**config.mk**
```make
export PLATFORM = sky130hd
export DESIGN_NAME = cam_capture
export DESIGN_NICKNAME = d
export VERILOG_FILES = /design/src/rtl/cam_pkg.sv /design/src/rtl/cam_sync.sv /design/src/rtl/cam_capture.sv
export SDC_FILE = /design/constraint.sdc
export NUM_CORES = 1
export LEC_CHECK = 0
export CELL_PAD_IN_SITES_DETAIL_PLACEMENT = 2
export CELL_PAD_IN_SITES_GLOBAL_PLACEMENT = 2
export CORE_MARGIN = 2
export CORE_UTILIZATION = 37
export CTS_CLUSTER_DIAMETER = 120
export DETAILED_ROUTE_END_ITERATION = 10
export PLACE_DENSITY_LB_ADDON = 0.2
export SLEW_MARGIN = 10
export SYNTH_ARGS = -nofsm -noshare
export SYNTH_HDL_FRONTEND = slang
export SYNTH_SLANG_ARGS = --single-unit
```
**constraint.sdc**
```tcl
create_clock -name clk -period 2.85 [get_ports clk]
set_clock_uncertainty 0.05 [all_clocks]
set_input_delay 0.57 -clock clk [delete_from_list [all_inputs] [get_ports clk]]
set_output_delay 0.57 -clock clk [all_outputs]
set_load 0.01 [all_outputs]
```
**src/rtl/cam_pkg.sv**
```systemverilog
// cam_pkg: shared definitions for the camera capture engine.
//   cam_state_t       capture FSM states
//   CAM_*             default geometry / clocking constants
//   rgb565_to_rgb332  packs an RGB565 byte pair into one RGB332 byte
package cam_pkg;

    typedef enum logic [1:0] {
        IDLE    = 2'd0,
        WAIT_VS = 2'd1,
        CAPTURE = 2'd2,
        DONE    = 2'd3
    } cam_state_t;

    localparam int unsigned CAM_H_ACT    = 160;
    localparam int unsigned CAM_V_ACT    = 120;
    localparam int unsigned CAM_AW       = 15;
    localparam int unsigned CAM_XCLK_DIV = 2;

    // byte0 = {R[4:0], G[5:3]}, byte1 = {G[2:0], B[4:0]}
    // result = {R[4:2], G[5:3], B[4:3]}
    function automatic logic [7:0] rgb565_to_rgb332(input logic [7:0] byte0,
                                                     input logic [7:0] byte1);
        return {byte0[7:5], byte0[2:0], byte1[4:3]};
    endfunction

endpackage

```
**src/rtl/cam_sync.sv**
```systemverilog
// cam_sync: brings the camera bus into the clk domain.
//   clk, reset          system clock, async active-low reset
//   pclk, vsync, href   raw camera control pins
//   data                raw camera pixel byte
//   pclk_rise           one-cycle pulse per PCLK rising edge
//   vs_rise, vs_fall    one-cycle pulses on VSYNC edges
//   href_lvl, href_fall synchronised HREF level and falling-edge pulse
//   data_q              pixel byte, aligned with the pulses above
// All four inputs go through two flops, then one registered edge-detect
// stage; data and href level are delayed by the same stage so they stay
// aligned with the edge pulses.
module cam_sync #(
    parameter int unsigned DW = 8
) (
    input  logic          clk,
    input  logic          reset,
    input  logic          pclk,
    input  logic          vsync,
    input  logic          href,
    input  logic [DW-1:0] data,
    output logic          pclk_rise,
    output logic          vs_rise,
    output logic          vs_fall,
    output logic          href_lvl,
    output logic          href_fall,
    output logic [DW-1:0] data_q
);

    // bit order: {pclk, vsync, href}
    logic [2:0]    meta, sync, prev;
    logic [DW-1:0] data_m, data_s;

    always_ff @(posedge clk or negedge reset) begin
        if (!reset) begin
            meta      <= '0;
            sync      <= '0;
            prev      <= '0;
            data_m    <= '0;
            data_s    <= '0;
            data_q    <= '0;
            pclk_rise <= 1'b0;
            vs_rise   <= 1'b0;
            vs_fall   <= 1'b0;
            href_lvl  <= 1'b0;
            href_fall <= 1'b0;
        end else begin
            meta      <= {pclk, vsync, href};
            sync      <= meta;
            prev      <= sync;
            data_m    <= data;
            data_s    <= data_m;
            data_q    <= data_s;
            pclk_rise <= sync[2] & ~prev[2];
            vs_rise   <= sync[1] & ~prev[1];
            vs_fall   <= ~sync[1] & prev[1];
            href_lvl  <= sync[0];
            href_fall <= ~sync[0] & prev[0];
        end
    end

endmodule

```
**src/rtl/cam_capture.sv**
```systemverilog
// cam_capture: captures one OV7670-style RGB565 frame into the frame buffer
// as RGB332 bytes.
//   clk, reset     system clock, async active-low reset
//   start          one-cycle capture request (ignored while busy)
//   cam_xclk       camera master clock, clk/(2*XCLK_DIV)
//   cam_pclk/cam_vsync/cam_href/cam_data  camera parallel bus (async)
//   busy, done     capture in progress / frame complete (held until start)
//   frame_err      frame ended before V_ACT lines; valid with done
//   mem_we/mem_addr/mem_wdata  buffer write port, addr = row*H_ACT+col
module cam_capture
    import cam_pkg::*;
#(
    parameter int unsigned H_ACT    = CAM_H_ACT,
    parameter int unsigned V_ACT    = CAM_V_ACT,
    parameter int unsigned AW       = CAM_AW,
    parameter int unsigned XCLK_DIV = CAM_XCLK_DIV
) (
    input  logic          clk,
    input  logic          reset,
    input  logic          start,
    output logic          cam_xclk,
    input  logic          cam_pclk,
    input  logic          cam_vsync,
    input  logic          cam_href,
    input  logic [7:0]    cam_data,
    output logic          busy,
    output logic          done,
    output logic          frame_err,
    output logic          mem_we,
    output logic [AW-1:0] mem_addr,
    output logic [7:0]    mem_wdata
);

    localparam int unsigned CW = $clog2(H_ACT + 1);
    localparam int unsigned RW = $clog2(V_ACT + 1);
    localparam int unsigned XW = $clog2(XCLK_DIV + 1);

    logic          pclk_rise, vs_rise, vs_fall, href_lvl, href_fall;
    logic [7:0]    data_q;

    cam_state_t    state_q, state_d;
    logic          start_ok, end_short;

    logic [RW-1:0] row;
    logic [CW-1:0] col;
    logic          phase;
    logic [AW-1:0] line_base;
    logic [7:0]    byte0;
    logic [XW-1:0] xcnt;

    cam_sync #(
        .DW(8)
    ) u_sync (
        .clk       (clk),
        .reset     (reset),
        .pclk      (cam_pclk),
        .vsync     (cam_vsync),
        .href      (cam_href),
        .data      (cam_data),
        .pclk_rise (pclk_rise),
        .vs_rise   (vs_rise),
        .vs_fall   (vs_fall),
        .href_lvl  (href_lvl),
        .href_fall (href_fall),
        .data_q    (data_q)
    );

    // Free-running XCLK divider, independent of capture state.
    always_ff @(posedge clk or negedge reset) begin
        if (!reset) begin
            xcnt     <= '0;
            cam_xclk <= 1'b0;
        end else if (xcnt == XW'(XCLK_DIV - 1)) begin
            xcnt     <= '0;
            cam_xclk <= ~cam_xclk;
        end else begin
            xcnt <= xcnt + 1'b1;
        end
    end

    always_ff @(posedge clk or negedge reset) begin
        if (!reset) state_q <= IDLE;
        else        state_q <= state_d;
    end

    always_comb begin
        state_d   = state_q;
        start_ok  = 1'b0;
        end_short = 1'b0;
        case (state_q)
            IDLE, DONE: begin
                if (start) begin
                    state_d  = WAIT_VS;
                    start_ok = 1'b1;
                end
            end
            WAIT_VS: begin
                if (vs_fall) state_d = CAPTURE;
            end
            CAPTURE: begin
                // vs_rise wins over a coincident href fall
                if (vs_rise) begin
                    state_d   = DONE;
                    end_short = 1'b1;
                end else if (href_fall && row == RW'(V_ACT - 1)) begin
                    state_d = DONE;
                end
            end
            default: state_d = IDLE;
        endcase
    end

    always_ff @(posedge clk or negedge reset) begin
        if (!reset) begin
            busy      <= 1'b0;
            done      <= 1'b0;
            frame_err <= 1'b0;
            mem_we    <= 1'b0;
            mem_addr  <= '0;
            mem_wdata <= '0;
            row       <= '0;
            col       <= '0;
            phase     <= 1'b0;
            line_base <= '0;
            byte0     <= '0;
        end else begin
            mem_we <= 1'b0;
            busy   <= (state_d == WAIT_VS) || (state_d == CAPTURE);
            done   <= (state_d == DONE);

            if (start_ok) begin
                frame_err <= 1'b0;
                row       <= '0;
                col       <= '0;
                phase     <= 1'b0;
                line_base <= '0;
                byte0     <= '0;
            end

            if (end_short) frame_err <= 1'b1;

            if (state_q == CAPTURE && !vs_rise) begin
                if (href_fall) begin
                    // line base tracks row*H_ACT by accumulation
                    row       <= row + 1'b1;
                    col       <= '0;
                    phase     <= 1'b0;
                    line_base <= line_base + AW'(H_ACT);
                end else if (pclk_rise && href_lvl) begin
                    phase <= ~phase;
                    if (!phase) begin
                        byte0 <= data_q;
                    end else if (col < CW'(H_ACT)) begin
                        mem_we    <= 1'b1;
                        mem_addr  <= line_base + AW'(col);
                        mem_wdata <= rgb565_to_rgb332(byte0, data_q);
                        col       <= col + 1'b1;
                    end
                end
            end
        end
    end

endmodule
```
**Word-level counts from Yosys, hierarchy flattened**

Index checks and enable logic that the tools add are counted.

- Register bits: 109
- Input port bits: 14

- Add/subtract/negate cells: 5
- $lt $le $gt $ge: 1
- Equality and inequality tests: 8
- Mux-type cells: 38
- Bitwise logic cells: 11
- Reduce and logical (&&, ||, !) cells: 9

Operators by type and width:

| cell | count |
|---|---|
| $mux 8 | 11 |
| $mux 15 | 3 |
| $mux 7 | 3 |
| $add 15x8->15 | 1 |
| $add 15x8->15 const B | 1 |
| $mux 1 | 15 |
| $mux 2 | 5 |
| $add 8x1->8 const B | 1 |
| $eq 2x2->1 const B | 4 |
| $lt 8x8->1 const B | 1 |
| $add 7x1->7 const B | 1 |
| $eq 7x7->1 const B | 1 |
| $not 1->1 | 7 |
| $eq 2x1->1 const B | 3 |
| $pmux 2 s3 | 1 |
| $reduce_and 5->1 | 1 |
| $and 1x1->1 | 4 |
| $logic_and 1x1->1 | 3 |
| $add 2x1->2 const B | 1 |
| $logic_not 2->1 | 1 |
| $reduce_bool 2->1 | 1 |
| $reduce_or 2->1 | 1 |
| $logic_not 1->1 | 1 |
| $logic_or 1x1->1 | 1 |

**Depth between registers and ports, before layout**

- Depth after elaboration: 9
- Gate-level depth with buffers: 8
- Mapped depth without buffers: 8

**Hierarchy**

From an unflattened synthesis, not the netlist that was laid out.

- Cell total of the unflattened synthesis: 394
- Area, all modules: 4330.4 um^2

Modules (own cells, without submodules):

| module | instances | cells each | area each (um^2) | seq. area each (um^2) |
|---|---|---|---|---|
| cam_capture | 1 | 353 | 3377.0 | 1726.7 |
| cam_sync | 1 | 41 | 953.4 | 925.9 |

**Worst setup path before layout**

OpenSTA, ideal clock, no wires.

- Path type: register -> register
- From: reg col[0]
- To: reg mem_addr[14]
- Data arrival time: 2001 ps
- Data required time: 2718 ps
- Path slack: 717 ps
- Cell stages (with the launch flop): 9
- Path buffers: 0
- Period minus slack after synthesis: 2133 ps
- Path through: dfrtp_1 -> ha_1 -> inv_1 -> fa_1 -> nand2b_1 -> a21oi_1 -> o21ai_0 -> or3_1 -> a31oi_1

- Cells in the longest elaborated chain, start to end: 2
- Elaborated cells between the ends (all ways): 3
- Those cells by class: 1 x add/sub; 1 x order compare; 1 x reduce/logical

RTL lines:

| element | line | source |
|---|---|---|
| start: declaration | cam_capture.sv:45 | `logic [CW-1:0] col;` |
| start signal: assignment | cam_capture.sv:157 | `col <= col + 1'b1;` |
| $lt 8x8->1 | cam_capture.sv:153 | `end else if (col < CW'(H_ACT)) begin` |
| $reduce_and 5->1 (no source line) | -- |  |
| end signal: assignment | cam_capture.sv:155 | `mem_addr <= line_base + AW'(col);` |
| end: declaration | cam_capture.sv:30 | `output logic [AW-1:0] mem_addr,` |

Several ways; a longest one is shown, not always the timed one.
A chain may end at the register's enable or synchronous reset.

**Final worst setup path**

Ends and elaborated chain as after synthesis.

==> run_summary.xml <==
<?xml version="1.0" encoding="UTF-8"?>
<metrics>
  <group name="run_status">
    <metric name="status" unit="">complete, no violations</metric>
  </group>
  <group name="floorplan">
    <metric name="die_area" unit="mm²">0.0125</metric>
    <metric name="fp.coreArea" unit="mm²">0.0114</metric>
    <metric name="fp.dieW" unit="µm">112</metric>
    <metric name="io_pins" unit="">42</metric>
    <metric name="row_count" unit="">39</metric>
    <metric name="starting_utilization_of_the_core_area" unit="%">37.8</metric>
    <metric name="die_y" unit="µm">112</metric>
  </group>
  <group name="cts">
    <metric name="cts_resized" unit="">0</metric>
    <metric name="cts_hold_buf" unit="">0</metric>
    <metric name="cts_tree" unit="">yes</metric>
    <metric name="post_cts_clock_slew_at_the_launch_and_capture_registers_of_the_worst_setup_and_hold_paths" unit="ns">0.08</metric>
    <metric name="clockRootBuffer" unit="">clkbuf_16</metric>
    <metric name="clock_latency" unit="ns">0.36</metric>
    <metric name="post_cts_setup_bufs" unit="">0</metric>
    <metric name="cts_inserted_buffers" unit="">9</metric>
    <metric name="cts.sinks" unit="">106</metric>
    <metric name="number_of_levels_the_h_tree_was_split_into" unit="">3</metric>
    <metric name="clock_tree.buffer_depth" unit="">2</metric>
  </group>
  <group name="sta">
    <metric name="timing.final.max_slew_violations" unit="">0</metric>
    <metric name="fin_crit" unit="ns">2.46</metric>
    <metric name="timing.slew.headroom" unit="%">53.8</metric>
    <metric name="worst-slew-pin-transition" unit="ns">0.693</metric>
    <metric name="final.hold.worst_slack" unit="ns">0.184</metric>
    <metric name="final.period_utilization" unit="%">86.3</metric>
    <metric name="fmaxAchievable" unit="GHz">0.407</metric>
    <metric name="timing.final.setup_violations" unit="">0</metric>
    <metric name="setup_total_negative_slack" unit="ns">0</metric>
    <metric name="rsz0062_at_grt" unit="">false</metric>
    <metric name="hold_viol_final" unit="">0</metric>
  </group>
  <group name="global_route">
    <metric name="grt_max_degree" unit="">56</metric>
    <metric name="first_global_vias" unit="">3411</metric>
    <metric name="global_router_s_overall_resource_usage" unit="%">17.0</metric>
    <metric name="overflow" unit="">0</metric>
    <metric name="initial_antenna_violation_count" unit="">0</metric>
    <metric name="grt_pass1_wl" unit="µm">17000</metric>
  </group>
  <group name="synth">
    <metric name="ys_seq_area_share" unit="%">61.7</metric>
    <metric name="ys.warnings.count" unit="">0</metric>
    <metric name="synthArstFlopShare" unit="%">100</metric>
    <metric name="synth_flop_cell" unit="">dfrtp_1</metric>
    <metric name="postSynthAreaPerCell" unit="µm²">10.8</metric>
    <metric name="yosys.area.top_type_share" unit="%">61.7</metric>
    <metric name="post_synth_main_area_contributors" unit="">dfrtp_1 62%, nand2_1 6.5%, o21ai_0 4.8%</metric>
    <metric name="yosys_register_bits" unit="">106</metric>
    <metric name="post_synthesis_cell_type_with_the_largest_combined_area" unit="">dfrtp_1</metric>
    <metric name="mappedNetlistNets" unit="">427</metric>
    <metric name="syn-cell-area" unit="mm²">0.00430</metric>
    <metric name="synthDistinctLibCells" unit="">46</metric>
    <metric name="post_synth_inst_count" unit="">397</metric>
    <metric name="synth-edff-count" unit="">0</metric>
  </group>
  <group name="critical_path">
    <metric name="worstPathMaxFanout" unit="">5</metric>
    <metric name="critical_path.startpoint_type" unit="">flip-flop</metric>
    <metric name="timing.critical_path.arrival" unit="ns">2.69</metric>
    <metric name="critPathMaxStageDelay" unit="ns">0.44</metric>
    <metric name="required" unit="ns">3.08</metric>
    <metric name="crit_type" unit="">reg -&gt; reg</metric>
    <metric name="critical_path_cell_sequence" unit="">ha_1 -&gt; inv_1 -&gt; fa_1 -&gt; nand2b_1 -&gt; a21oi_1 -&gt; o21ai_0 -&gt; or3_1 -&gt; a31oi_1</metric>
    <metric name="worst_path_max_delay_cell" unit="">dfrtp_1</metric>
    <metric name="critPathCaptureType" unit="">flip-flop</metric>
  </group>
  <group name="layout">
    <metric name="syn2layout_area_growth" unit="%">20.0</metric>
    <metric name="layout.cells.non_filler" unit="">589</metric>
    <metric name="stdcell_area" unit="mm²">0.00516</metric>
    <metric name="n_antenna_cell" unit="">0</metric>
    <metric name="finalCoreUtilization" unit="%">45.4</metric>
    <metric name="nets" unit="">471</metric>
    <metric name="mostFrequentLayoutCell" unit="">dfrtp_1</metric>
    <metric name="final_cell_mix" unit="">106 x dfrtp_1, 75 x nand2_1, 41 x o21ai_0</metric>
    <metric name="share_of_layout_cells_above_drive_strength_1" unit="%">6.28</metric>
    <metric name="fillCellCount" unit="">1201</metric>
  </group>
  <group name="power">
    <metric name="vdd_drop_max" unit="mV">0.403</metric>
    <metric name="internal-power" unit="mW">2.45</metric>
    <metric name="combinationalPowerShare" unit="%">15.3</metric>
    <metric name="power_switching_share" unit="%">28.9</metric>
    <metric name="pwr_density_cell" unit="mW/mm²">667</metric>
    <metric name="p_switching" unit="mW">0.993</metric>
    <metric name="power.sequential.fraction" unit="%">49.1</metric>
    <metric name="power_leakage" unit="nW">2.37</metric>
    <metric name="p_clk_share" unit="%">35.6</metric>
  </group>
  <group name="placement">
    <metric name="dpl_cell_area" unit="mm²">0.00486</metric>
    <metric name="placed_cells_incl_taps" unit="">573</metric>
    <metric name="port_buffers" unit="">41</metric>
    <metric name="place_congestion" unit="">0.730</metric>
    <metric name="hpwl" unit="µm">6750</metric>
  </group>
  <group name="detailed_routing">
    <metric name="via_per_inst" unit="">5.22</metric>
    <metric name="routed_wire_length_per_instance" unit="µm">16.5</metric>
    <metric name="ant_nets" unit="">0</metric>
    <metric name="route.detailed.drc" unit="">0</metric>
    <metric name="detail_route.first_pass.iterations" unit="">4</metric>
    <metric name="routed-via-count" unit="">3074</metric>
    <metric name="wl" unit="µm">9700</metric>
    <metric name="drt_iter0_drc" unit="">76</metric>
  </group>
  <group name="flow_run">
    <metric name="maxCapViolCount" unit="">0</metric>
  </group>
  <group name="hold_path">
    <metric name="hp-class" unit="">in -&gt; async</metric>
  </group>
</metrics>
## path summary, 6_finish.rpt
kind                                    end        startpoint  slack (ns)  cells past startpoint
setup / recovery               mem_addr[14]            col[0]        0.39                      8
hold / removal             u_sync.data_q[3]             reset        0.18                      1
setup reg to reg               mem_addr[14]            col[0]        0.39                      8
hold reg to reg            u_sync.data_s[7]  u_sync.data_m[7]        0.30                      0
max in group asynchronous    u_sync.vs_rise             reset        1.85                      2
min in group clk           u_sync.data_s[7]  u_sync.data_m[7]        0.30                      0
## power by group through the flow
stage	Sequential, mW	Combinational [mW]	Clock [mW]
floorplan	1.72	0.250	0
global placement	1.71	0.503	0
detailed placement	1.72	0.530	0
CTS	1.69	0.544	1.27
global route	1.71	0.590	1.33
finish	1.69	0.527	1.22
## sequential cells by signal, summed over array words and instances, names as in the netlist
register / count
line_base: 15
mem_addr: 15
col: 8
mem_wdata: 8
u_sync.data_m: 8
u_sync.data_q: 8
u_sync.data_s: 8
row: 7
byte0: 6
u_sync.meta: 3
u_sync.prev: 3
u_sync.sync: 3
state_q: 2
xcnt: 2
busy: 1
cam_xclk: 1
done: 1
frame_err: 1
mem_we: 1
phase: 1
u_sync.href_fall: 1
u_sync.pclk_rise: 1
u_sync.vs_fall: 1
u_sync.vs_rise: 1
## layer usage
| layer | GRT usage (%) | vias up | part of all wire, % |
|---|---|---|---|
| met1 | 20.5 | 1573 | 43 |
| met2 | 29.7 | 42 | 52 |
| met4 | 5.02 | 0 | 1.3 |
| met3 | 4.68 | 10 | 3.5 |
| met5 | 0 | - | 0 |
| li1 | - | 1449 | - |
## critical path, delay by kind of cell (launching register included)
| kind | cells | cell delay (ns) |
|---|---|---|
| and+or+nand+nor | 2 | 0.55 |
| buffers and inverters | 1 | 0.07 |
| DFF | 1 | 0.44 |
| AOI/OAI and AO/OA | 3 | 0.64 |
| adders and majority gates | 2 | 0.64 |
## cell type report
cell class              instances  area [µm²]  share of cell area [%]
clock buffers                   9         225                    4.37
clock inverters                 7        68.8                    1.33
inverters                      12        45.0                   0.873
multi-input cells             266        1530                    29.7
flip-flops and latches        106        2650                    51.4
well taps                     143         179                    3.47
repair buffers                 46         458                    8.88
## cells in the mapped netlist (2+ instances only)
| cell | n |
|---|---|
| a22o_1 | 2 |
| o211ai_1 | 4 |
| a21o_1 | 2 |
| nor2b_1 | 6 |
| nand4_1 | 4 |
| a31oi_1 | 7 |
| nor2_1 | 18 |
| and2_1 | 4 |
| dfrtp_1 | 106 |
| o21a_1 | 2 |
| and3_1 | 6 |
| xnor2_1 | 4 |
| nand3_1 | 13 |
| nand2_1 | 75 |
| nor3_1 | 2 |
| ha_1 | 15 |
| buf_2 | 3 |
| o21ai_1 | 7 |
| inv_1 | 11 |
| clkbuf_1 | 7 |
| o31ai_1 | 5 |
| or2_2 | 2 |
| xor2_1 | 8 |
| a21oi_1 | 16 |
| nand2b_1 | 4 |
| buf_6 | 2 |
| or3_1 | 3 |
| o21ai_0 | 41 |
## cells by family after synthesis
| kind of cell | share of synthesized area (%) |
|---|---|
| DFF | 61.7 |
| AOI/OAI and AO/OA | 12.9 |
| xor gates and xnor gates | 2.44 |
| adders and majority gates | 4.83 |
| muxes | 0.233 |
| buffers and inverters | 2.71 |
| and+or+nand+nor | 15.2 |
## through the flow
stage	total power, mW	setup WS (ns)
6_report	3.44	0.391
5_1_grt	3.63	0.165
4_1_cts	3.50	0.362
3_5_place_dp	2.25	0.391
3_3_place_gp	2.21	0.534
2_1_floorplan	1.97	0.717
(Power assumes the default switching activity.)
